File: src/rtl/grant_decoder_38_pkg.sv
// Shared types and sizing helpers for the grant decoder.
package grant_decoder_38_pkg;

    typedef enum logic [1:0] {
        ST_IDLE  = 2'd0,
        ST_GRANT = 2'd1,
        ST_GAP   = 2'd2
    } state_t;

    // Width of a field holding 0..n-1; never narrower than one bit.
    function automatic int code_w(input int n);
        return (n > 1) ? $clog2(n) : 1;
    endfunction

    // Width of a counter holding 0..n; never narrower than one bit.
    function automatic int cnt_w(input int n);
        return (n > 0) ? $clog2(n + 1) : 1;
    endfunction

endpackage

File: src/rtl/grant_decoder_38_onehot_decode.sv
// Combinational index -> one-hot decode with an in-range flag.
module onehot_decode #(
    parameter int N_OUT  = 8,
    parameter int CODE_W = 3
) (
    input  logic [CODE_W-1:0] code,
    output logic [N_OUT-1:0]  onehot,
    output logic              in_range
);

    assign in_range = (32'(code) < N_OUT);

    for (genvar i = 0; i < N_OUT; i++) begin : g_bit
        assign onehot[i] = (32'(code) == i);
    end

endmodule

File: src/rtl/grant_decoder_38.sv
// Accepts an encoded requester index and holds a registered one-hot grant
// until ack or timeout, then idles for GAP cycles before the next code.
module grant_decoder_38
    import grant_decoder_38_pkg::*;
#(
    parameter  int N_OUT   = 8,
    parameter  int TIMEOUT = 16,
    parameter  int GAP     = 1,
    localparam int CODE_W  = code_w(N_OUT)
) (
    input  logic              clk,
    input  logic              rst_n,
    input  logic              in_valid,
    input  logic [CODE_W-1:0] in_code,
    output logic              in_ready,
    output logic [N_OUT-1:0]  grant,
    output logic              grant_valid,
    input  logic              grant_ack,
    output logic              timeout_pulse,
    output logic              code_err
);

    localparam int HOLD_W = cnt_w(TIMEOUT);
    localparam int GAP_W  = cnt_w(GAP);
    localparam logic [HOLD_W-1:0] HOLD_LAST = HOLD_W'(TIMEOUT - 1);
    localparam logic [GAP_W-1:0]  GAP_LAST  = GAP_W'((GAP > 0) ? GAP - 1 : 0);

    state_t             state;
    logic [HOLD_W-1:0]  hold_cnt;
    logic [GAP_W-1:0]   gap_cnt;
    logic [N_OUT-1:0]   dec_onehot;
    logic               dec_in_range;

    onehot_decode #(
        .N_OUT  (N_OUT),
        .CODE_W (CODE_W)
    ) u_dec (
        .code     (in_code),
        .onehot   (dec_onehot),
        .in_range (dec_in_range)
    );

    // Gated with rst_n so ready drops the instant reset asserts.
    assign in_ready = (state == ST_IDLE) && rst_n;

    always_ff @(posedge clk or negedge rst_n) begin
        if (!rst_n) begin
            state         <= ST_IDLE;
            grant         <= '0;
            grant_valid   <= 1'b0;
            timeout_pulse <= 1'b0;
            code_err      <= 1'b0;
            hold_cnt      <= '0;
            gap_cnt       <= '0;
        end else begin
            timeout_pulse <= 1'b0;
            code_err      <= 1'b0;
            case (state)
                ST_IDLE: begin
                    if (in_valid) begin
                        if (dec_in_range) begin
                            grant       <= dec_onehot;
                            grant_valid <= 1'b1;
                            hold_cnt    <= '0;
                            state       <= ST_GRANT;
                        end else begin
                            code_err <= 1'b1;
                        end
                    end
                end
                ST_GRANT: begin
                    // Ack takes priority over an expiring hold counter.
                    if (grant_ack || hold_cnt == HOLD_LAST) begin
                        timeout_pulse <= !grant_ack;
                        grant         <= '0;
                        grant_valid   <= 1'b0;
                        hold_cnt      <= '0;
                        gap_cnt       <= '0;
                        state         <= (GAP > 0) ? ST_GAP : ST_IDLE;
                    end else begin
                        hold_cnt <= hold_cnt + 1'b1;
                    end
                end
                ST_GAP: begin
                    if (gap_cnt == GAP_LAST) begin
                        gap_cnt <= '0;
                        state   <= ST_IDLE;
                    end else begin
                        gap_cnt <= gap_cnt + 1'b1;
                    end
                end
                default: state <= ST_IDLE;
            endcase
        end
    end

endmodule
File: config.mk
export PLATFORM = sky130hd
export DESIGN_NAME = grant_decoder_38
export DESIGN_NICKNAME = d
export VERILOG_FILES = /design/src/rtl/grant_decoder_38_pkg.sv /design/src/rtl/grant_decoder_38_onehot_decode.sv /design/src/rtl/grant_decoder_38.sv
export SDC_FILE = /design/constraint.sdc
export NUM_CORES = 1
export LEC_CHECK = 0
export ABC_CLOCK_PERIOD_IN_PS = 4750
export CAP_MARGIN = 20
export CORE_MARGIN = 5
export CORE_UTILIZATION = 45
export CTS_CLUSTER_DIAMETER = 80
export DETAILED_ROUTE_END_ITERATION = 16
export HOLD_SLACK_MARGIN = 0.12
export PLACE_DENSITY_LB_ADDON = 0.25
export SYNTH_ARGS = -nofsm -noshare
export SYNTH_HDL_FRONTEND = slang
export SYNTH_SLANG_ARGS = --single-unit
File: constraint.sdc
create_clock -name clk -period 4.75 [get_ports clk]
set_clock_uncertainty 0.2 [all_clocks]
set_input_delay 0.95 -clock clk [delete_from_list [all_inputs] [get_ports clk]]
set_output_delay 0.95 -clock clk [all_outputs]
set_load 0.005 [all_outputs]
# --- Yosys cells after proc, flatten, opt, wreduce, memory -nomap -nowiden ---
# Index checks and enable logic that the tools add are counted.
word_totals:
  in_bits: 7
  register_bits: 18
classes:
  n_addsub: 2
  reduce_logical: 11
  n_mux: 17
  n_eq_ne: 13
op_table:
  columns: ["op", "count"]
  rows:
  - ["two-way mux 8 bit", 2]
  - ["case mux 8 bit (2 select lines)", 1]
  - ["== test 3 bit (second input constant)", 4]
  - ["two-way mux 5 bit", 2]
  - ["case mux 5 bit (2 select lines)", 1]
  - ["== test 3 x 2 -> 1 bit (second input constant)", 2]
  - ["two-way mux 2 bit", 3]
  - ["inequality test 2 bit (second input constant)", 3]
  - ["case mux 2 bit (3 select lines)", 1]
  - ["AND reduction 3 bit", 2]
  - ["adder 5 x 1 -> 5 bit (second input constant)", 1]
  - ["== test 5 x 4 -> 1 bit (second input constant)", 1]
  - ["two-way mux 1 bit", 5]
  - ["case mux 1 bit (2 select lines)", 2]
  - ["AND reduction 2 bit", 2]
  - ["nonzero test 2 bit", 2]
  - ["== test 3 x 1 -> 1 bit (second input constant)", 1]
  - ["zero test 3 bit", 1]
  - ["== test 2 x 1 -> 1 bit (second input constant)", 1]
  - ["== test 2 bit (second input constant)", 1]
  - ["zero test 2 bit", 1]
  - ["adder 1 bit (second input constant)", 1]
  - ["logical AND 1 bit", 1]
  - ["zero test 1 bit", 1]
  - ["logical OR 1 bit", 1]

# --- Depth between registers and ports, before layout ---
# Gate-level depths: netlist (run 1).
logic_depth:
  word_depth: 4
  mapped_depth: 7
  mapped_depth_nobuf: 6

# --- Modules after synthesis ---
# Synthesis (run 1) repeated with hierarchy kept, for this count alone.
hier_totals:
  cells_unflattened: 73
  area_unflattened_um2: 857.1
modules_own_cells:
  columns: ["module", "area_each_um2", "cells_each", "n_inst"]
  rows:
  - ["grant_decoder_38", 780.7, 63, 1]
  - ["onehot_decode", 76.3, 10, 1]

# --- Least setup slack after synthesis (run 1) ---
# OpenSTA, ideal clock, no wires.
synth_timing:
  path_kind: "in2out"
  from: "in rst_n"
  to: "out in_ready"
  stages: 1
  arrival_ns: 1.150
  t_required_ns: 3.600
  path_slack_ns: 2.450
  cell_sequence: "nor3b_1"
synth_via:
  elab_chain_cells: 1
synth_rtl:
  columns: ["element", "line_no", "text"]
  rows:
  - ["start: declaration", "grant_decoder_38.sv:12", "input logic rst_n,"]
  - ["logical AND 1 bit", "grant_decoder_38.sv:44", "assign in_ready = (state == ST_IDLE) && rst_n;"]
  - ["end: declaration", "grant_decoder_38.sv:15", "output logic in_ready,"]
# No other way between the ends.

# --- Final worst setup path (run 1) ---
# Same ends and word-level chain as after synthesis.

==> results of run 1 <==
[worst paths after layout]
check | start | end | slack (ps) | cells past startpoint
min reg2reg | grant[6] | grant[6] | 300 | 1
min | grant[6] | grant[6] | 300 | 1
max in group asynchronous | rst_n | hold_cnt[2] | 3390 | 2
max | rst_n | in_ready | 1210 | 4
min in group asynchronous | rst_n | grant_valid | 770 | 2
max reg2reg | hold_cnt[0] | grant[3] | 2700 | 6
[cell families (layout without fill, tap and decap cells)]
family / count (synthesis) / count (layout) / synth area share, %
AOI/OAI and AO/OA: 17 / 17 / 16.45
adders and majority gates: 2 / 2 / 3.257
buffers and inverters: 5 / 24 / 3.909
DFF: 17 / 17 / 55.37
muxes: 3 / 3 / 4.072
other: 1 / 1 / 0.4881
and+or+nand+nor: 20 / 20 / 16.45
[Yosys cell counts, types with 2 or more instances]
cell type   n  area share [%]
dfrtp_1    17              55
a22o_1      7             8.0
nor2_1      5             2.4
o21ai_0     4             2.6
nand2_1     3             1.5
a21oi_1     2             1.3
a32o_1      2             2.6
ha_1        2             3.3
inv_1       2            0.98
mux2i_1     2             2.6
nor2b_1     2             1.6
nor3b_1     2             2.0
[metal layers]
metal | track usage, % | up-vias
li1 | - | 273
met1 | 16.91 | 281
met2 | 19.31 | 18
met3 | 3.790 | 5
met4 | 10.48 | 0
met5 | 0 | -
[per-stage QoR]
stage / util (%) / instances / area (sq um) / power (mW)
after CTS: 58.20 / 101 / 972.2 / 0.3540
after global placement: 56.55 / 97 / 944.7 / 0.2704
after detailed placement: 56.55 / 97 / 944.7 / 0.2727
after floorplan: - / 65 / 768.2 / 0.2331
after global routing: 58.20 / 101 / 972.2 / 0.3682
final: 58.20 / 101 / 972.2 / 0.3468
[power groups by stage]
stage | Combinational, mW | Clock [mW] | Sequential, mW
2_1_floorplan | 0.0528 | 0 | 0.180
3_3_place_gp | 0.0852 | 0 | 0.185
3_5_place_dp | 0.0870 | 0 | 0.186
4_1_cts | 0.0877 | 0.0834 | 0.183
5_1_grt | 0.0951 | 0.0879 | 0.185
6_report | 0.0865 | 0.0775 | 0.183
[final cells by class]
| class | count | area (sq um) | share of cell area (%) |
|---|---|---|---|
| Multi-Input combinational cell | 43 | 312.8 | 32.18 |
| Tap cell | 17 | 21.27 | 2.188 |
| Timing Repair Buffer | 18 | 177.7 | 18.28 |
| Clock buffer | 3 | 22.52 | 2.317 |
| Sequential cell | 17 | 425.4 | 43.76 |
| Inverter | 2 | 7.507 | 0.7722 |
| Clock inverter | 1 | 5.005 | 0.5148 |
[critical path: stages]
cell and delay, ps:
clkdlybuf4s50_1 450, buf_4 240, nor3b_1 210, clkdlybuf4s50_1 530
[registers in the layout, summed over array words and instances (netlist names)]
register       count
grant              8
hold_cnt           5
state              2
grant_valid        1
timeout_pulse      1
==> impl_metrics.toml, run 1 <==
[run_status]
status = "completed"

[worst_hold_path]
hold_class = "reg2reg"

[routing]
wl_met1_um = 706
first_iter_violations = 12
vias = 577
wl_per_cell_um = 15.31
wl_met2_um = 697
drc = 0
dr.max_layer_used = "met4"
postRouteAntennaNets = 0
dr.pass1.iters = 4
avgViaCountPerCell = 5.713
route.met3.wl_um = 89
drt-total-wl_mm = 1.546

[clocking]
cts_tree = "done"
clk_latency_ps = 290
cts-htree-levels = 1
root_buffer = "clkbuf_4"
clockBufferDepth = 2
cts_buffers = 3
numClockSinks = 17
holdBufCountCts = 0
post_cts_resized = 0
path_clk_slew_ps = 100
post_cts_buffers = 0

[placement]
routabilityCongestion = 0.7155
dp_slack_ps = 1200
dp_hpwl_mm = 1.060
io_buffers = 17

[sta]
setup_ws_ps = 1207
drv_slew = 0
tns_ps = 0
tightest_slew_ps = 797.1
final_hold_viol_count = 0
rsz0062_at_grt = "false"
period_share_pct = 74.60
fmax_mhz = 282.2
max-slew-margin-rel_pct = 46.11
whs_ps = 303.7
fin_crit_ps = 3543
setup_violations = 0

[synth]
ys_types = 27
syn_avg_cell_area_sq_um = 11.82
syn_nets = 74
ys_ff_latch = 17
async_flop_share_pct = 100.0
synth_flop_cell = "dfrtp_1"
netlist_area_sq_um = 768.2
yosysSeqAreaShare_pct = 55.37
syn_inst = 65
yosys_warnings = 0
synth_edf_count = 0

[critical_path]
path_class = "in2out"
cp.required_ps = 3600
crit_fanout = 18
start_kind = "input port"
worstPathArrival_ps = 2390
cp-end-kind = "output pin"

[layout]
most-common-layout-cells = "dfrtp_1, clkdlybuf4s50_1, a22o_1"
nFillCells = 156
syn_to_final_growth_pct = 26.55
drive_gt1_share_pct = 10.71
nNetsFinal = 94
antenna_cells = 0

[power]
power_density_nw_per_um2 = 356.7
ir_drop_mv = 0.1471
p_seq_share_pct = 52.7
clkPwrFrac_pct = 22.3
leakage_nw = 0.4308
switching_share_pct = 29.23
power.internal_uw = 245.4
p_comb_share_pct = 25.0
power_switching_uw = 101.4

[global_route]
grt_first_pass_wirelength_mm = 2.504
grt-ovfl-total = 0
gr-usage-all-layers_pct = 13.49
grt_max_degree = 19
antenna_found_initial = 0
grt_pass1_vias = 558

[floorplanning]
ioPinCount = 19
dieArea_sq_um = 2634
initial_core_util_pct = 45.99
die_y_um = 51.32
fp.coreArea_sq_um = 1670
rows = 15
die_w_um = 51.32

[job]
drv_cap = 0
Power figures use the tool's default switching activity.
==> run 2, diff against run 1 <==
--- a/config.mk
+++ b/config.mk
@@ -5,7 +5,7 @@
 export SDC_FILE = /design/constraint.sdc
 export NUM_CORES = 1
 export LEC_CHECK = 0
-export ABC_CLOCK_PERIOD_IN_PS = 4750
+export ABC_CLOCK_PERIOD_IN_PS = 3590
 export CAP_MARGIN = 20
 export CORE_MARGIN = 5
 export CORE_UTILIZATION = 45
==> constraint.sdc (replaced) <==
create_clock -name clk -period 3.59 [get_ports clk]
set_clock_uncertainty 0.2 [all_clocks]
set_input_delay 0.718 -clock clk [delete_from_list [all_inputs] [get_ports clk]]
set_output_delay 0.718 -clock clk [all_outputs]
set_load 0.005 [all_outputs]
==> run 2 against run 1 <==
Compared with the run above: clock-buffer cell count up 1; final area fell by 0.13%; sequential share of layout area up 0.056 points; critical path type unchanged; largest cell class unchanged.
==> impl_metrics.toml, run 2 (synthesized netlist as in run 1, its figures left out) <==
[run_status]
status = "completed"

[floorplanning]
die_y_um = 51.32
fp.coreArea_sq_um = 1670
die_w_um = 51.32
ioPinCount = 19
dieArea_sq_um = 2634
initial_core_util_pct = 45.99
rows = 15

[worst_hold_path]
hold_class = "reg2reg"
min_from = "hold_cnt[4]"

[critical_path]
worstPathArrival_ps = 1890
crit_fanout = 2
crit_family = "buffers and inverters"
slowest_stage = "clkdlybuf4s50_1"
worst-path-stages = 3
path_buf_inv = 2
crit_chain = "clkdlybuf4s50_1 > nor3b_1 > clkdlybuf4s50_1"
cp-end-kind = "output pin"
slowest_delay_ps = 530
startpoint = "rst_n"
path_class = "in2out"
start_kind = "input port"
crit_path_frequent_cell = "clkdlybuf4s50_1"
worstSetupEndpoint = "in_ready"
r2r_cells = 6
r2r_slack_ps = 1530
cp.required_ps = 2670
reg2reg_from = "hold_cnt[0]"
r2r-end = "grant[5]"

[global_route]
grt-ovfl-total = 0
grt_first_pass_wirelength_mm = 2.546
grt_max_degree = 18
antenna_found_initial = 0
grt_pass1_vias = 557
gr-usage-all-layers_pct = 12.89

[clocking]
clockBufferDepth = 2
holdBufCountCts = 0
cts_buffers = 3
numClockSinks = 17
post_cts_buffers = 0
clk_latency_ps = 280
post_cts_resized = 0
path_clk_slew_ps = 90
cts_tree = "done"
cts-htree-levels = 1
root_buffer = "clkbuf_4"

[layout]
antenna_cells = 0
largest_reg_flops = 8
largest-register = "grant"
top_regs = "grant (8), hold_cnt (5), state (2)"
drive_gt1_share_pct = 9.524
most-common-layout-cells = "dfrtp_1, clkdlybuf4s50_1, a22o_1"
syn_to_final_growth_pct = 26.38
nNetsFinal = 94
final_cells = 101

[routing]
first_iter_violations = 8
dr.pass1.iters = 2
wl_per_cell_um = 14.51
postRouteAntennaNets = 0
vias = 581
drc = 0
drt-total-wl_mm = 1.466
avgViaCountPerCell = 5.752

[power]
power_density_nw_per_um2 = 469.8
ir_drop_mv = 0.2406
p_total_uw = 456.2
leakage_nw = 0.4281

[sta]
final_hold_viol_count = 0
setup_violations = 0
fin_crit_ps = 2809
tightest_slew_ps = 759.7
rsz0062_at_grt = "false"
period_share_pct = 78.24
max-slew-margin-rel_pct = 48.64
tns_ps = 0
drv_slew = 0
fmax_mhz = 356.0

[job]
drv_cap = 0

[placement]
routabilityCongestion = 0.7209
dp.cells = 97
dp_hpwl_mm = 1.054
io_buffers = 17
[run 2: changes by cell type in the layout (fill, tap and decap cells not counted), sizes merged]
cell and change:
clkbuf +1, clkinv -1
[run 2: metrics by stage]
step                hold WS [ps]  instance area, sq um  util (%)  setup slack [ps]
detailed placement         265.7                 944.7     56.55             780.7
floorplan                  222.4                 768.2         -              1632
global route               307.6                 970.9     58.13             735.5
finish                     285.0                 970.9     58.13             781.3
global placement           262.0                 944.7     56.55             780.3
CTS                        287.7                 970.9     58.13             770.0
[run 2: where the power goes]
part / total, mW / internal (mW) / switching [mW]
registers: 0.243 / 0.216 / 0.0266
logic: 0.114 / 0.0671 / 0.0469
clock network: 0.0994 / 0.0432 / 0.0562
[run 2: layout make-up]
cell class / count / area, sq um
clock buffer: 4 / 26.28
fill: 141 / 699.4
inverter: 2 / 7.507
multi-input combinational: 43 / 312.8
sequential: 17 / 425.4
tap: 17 / 21.27
timing repair buffer: 18 / 177.7
[run 2: worst min-delay path by stage]
stage,endpoint,slack [ps],depth (start not counted)
after floorplan,grant[0],220,0
after global placement,hold_cnt[4],260,2
after detailed placement,hold_cnt[4],270,2
after CTS,hold_cnt[4],290,2
after global routing,hold_cnt[4],310,2
final,hold_cnt[4],280,2
[run 2: layer usage]
metal | global-route usage, % | vias to the layer above | part of all wire [%]
met2 | 18.45 | 13 | 44
met3 | 4.082 | 4 | 5.3
met1 | 17.93 | 288 | 49
met5 | 0 | - | 0
met4 | 5.240 | 0 | 1.3
li1 | - | 276 | -
[run 2: worst register-to-register path, stage by stage (launching register included)]
cell and delay (ps):
dfrtp_1 420, ha_1 230, and3_1 190, ha_1 200, or3b_4 440, nand2b_2 170
a22o_1 170
==> run 3, diff against run 2 <==
--- a/config.mk
+++ b/config.mk
@@ -5,7 +5,7 @@
 export SDC_FILE = /design/constraint.sdc
 export NUM_CORES = 1
 export LEC_CHECK = 0
-export ABC_CLOCK_PERIOD_IN_PS = 3590
+export ABC_CLOCK_PERIOD_IN_PS = 2650
 export CAP_MARGIN = 20
 export CORE_MARGIN = 5
 export CORE_UTILIZATION = 45
==> constraint.sdc (replaced) <==
create_clock -name clk -period 2.65 [get_ports clk]
set_clock_uncertainty 0.2 [all_clocks]
set_input_delay 0.53 -clock clk [delete_from_list [all_inputs] [get_ports clk]]
set_output_delay 0.53 -clock clk [all_outputs]
set_load 0.005 [all_outputs]
==> run 3 against run 2 <==
Compared with the run above: final area increased by 0.90%; largest power group unchanged; critical path depth did not move; utilization up 0.52 points; via count shrank 4.6%.
==> impl_metrics.toml, run 3 (synthesized netlist as in run 1, its figures left out) <==
[run_status]
status = "completed"

[routing]
wl_per_cell_um = 13.72
dr.pass1.iters = 3
first_iter_violations = 2
postRouteAntennaNets = 0
drc = 0
avgViaCountPerCell = 5.431
drt-total-wl_mm = 1.399
vias = 554

[clocking]
path_clk_slew_ps = 100
post_cts_resized = 0
holdBufCountCts = 0
clockBufferDepth = 2
cts-htree-levels = 1
clk_latency_ps = 290
numClockSinks = 17
cts_tree = "done"
post_cts_buffers = 0
cts_buffers = 3
root_buffer = "clkbuf_4"

[sta]
whs_ps = 290.8
fin_crit_ps = 2432
drv_slew = 0
final_hold_viol_count = 0
period_share_pct = 91.79
tns_ps = 0
setup_violations = 0
fmax_mhz = 411.1
rsz0062_at_grt = "false"

[power]
leakage_nw = 0.4361
clkPwrFrac_pct = 22.4
p_seq_share_pct = 52.5
p_comb_share_pct = 25.1
power.internal_uw = 442.1
switching_share_pct = 28.89
power_density_nw_per_um2 = 634.6
power_switching_uw = 179.6
ir_drop_mv = 0.2673

[global_route]
grt_first_pass_wirelength_mm = 2.442
grt-ovfl-total = 0
gr-usage-all-layers_pct = 12.81
grt_pass1_vias = 554
antenna_found_initial = 0
grt_max_degree = 18

[worst_hold_path]
holdPathEnd = "hold_cnt[4]"
min_from = "hold_cnt[4]"
hold_class = "reg2reg"
whs_path_depth = 2

[layout]
antenna_cells = 0
nNetsFinal = 95
top_regs = "grant (8), hold_cnt (5), state (2)"
largest_reg_flops = 8
syn_to_final_growth_pct = 27.52
drive_gt1_share_pct = 11.76
largest-register = "grant"
most-common-layout-cells = "dfrtp_1, clkdlybuf4s50_1, a22o_1"

[floorplanning]
fp.coreArea_sq_um = 1670
rows = 15
initial_core_util_pct = 45.99
ioPinCount = 19
dieArea_sq_um = 2634
die_w_um = 51.32
die_y_um = 51.32

[placement]
io_buffers = 17
dp_hpwl_mm = 1.005
routabilityCongestion = 0.7397

[critical_path]
path_class = "in2out"
cp.required_ps = 1920
r2r_slack_ps = 590
r2r_cells = 6
start_kind = "input port"
r2r-end = "grant[5]"
worstPathArrival_ps = 1700
crit_fanout = 2
reg2reg_from = "hold_cnt[0]"
cp-end-kind = "output pin"

[job]
drv_cap = 0
## run 3: cell types whose count changed in the layout (fill, tap and decap cells not counted)
cell and change:
buf_4 +1, clkbuf_1 -1, clkinv_2 +1
## run 3: layout make-up
type	instances	area [sq um]
clock inverter	1	5.005
fill	142	690.7
inverter	2	7.507
multi-input combinational	43	312.8
timing repair buffer	19	185.2
tap	17	21.27
sequential	17	425.4
clock buffer	3	22.52
## run 3: stage by stage
| stage | instance area (sq um) | cells | setup WS, ps | total power [mW] | utilization [%] |
|---|---|---|---|---|---|
| 2_1_floorplan | 768.2 | 65 | 692.4 | 0.4178 | - |
| 3_3_place_gp | 952.2 | 98 | 211.3 | 0.4860 | 57.00 |
| 3_5_place_dp | 952.2 | 98 | 217.4 | 0.4891 | 57.00 |
| 4_1_cts | 979.7 | 102 | 206.9 | 0.6320 | 58.65 |
| 5_1_grt | 979.7 | 102 | 172.0 | 0.6659 | 58.65 |
| 6_report | 979.7 | 102 | 217.7 | 0.6217 | 58.65 |
## run 3: how the worst max path moves through the flow
stage,from,end,slack [ps],depth (start not counted)
after floorplan,hold_cnt[0],grant[2],690,7
after global placement,rst_n,in_ready,210,3
after detailed placement,rst_n,in_ready,220,3
after CTS,rst_n,in_ready,210,3
after global routing,rst_n,in_ready,170,3
final,rst_n,in_ready,220,3
## run 3: power by group through the flow
stage               Clock [mW]  Sequential (mW)  Combinational, mW
floorplan                    0            0.323             0.0947
CTS                      0.147            0.327              0.158
global placement             0            0.331              0.155
finish                   0.139            0.326              0.156
detailed placement           0            0.332              0.157
global route             0.162            0.334              0.171
## run 3: worst max-delay path, cell delays in order
cell	delay, ps
clkdlybuf4s50_1	470
nor3b_1	180
clkdlybuf4s50_1	530
## run 3: routing by layer
| layer | routed length, um | vias up | part of all wire [%] | GRT usage [%] |
|---|---|---|---|---|
| li1 | - | 273 | - | - |
| met5 | 0 | - | 0 | 0 |
| met2 | 601 | 14 | 43 | 18.67 |
| met1 | 671 | 262 | 48 | 16.18 |
| met3 | 78 | 5 | 5.6 | 3.499 |
| met4 | 48 | 0 | 3.4 | 9.170 |
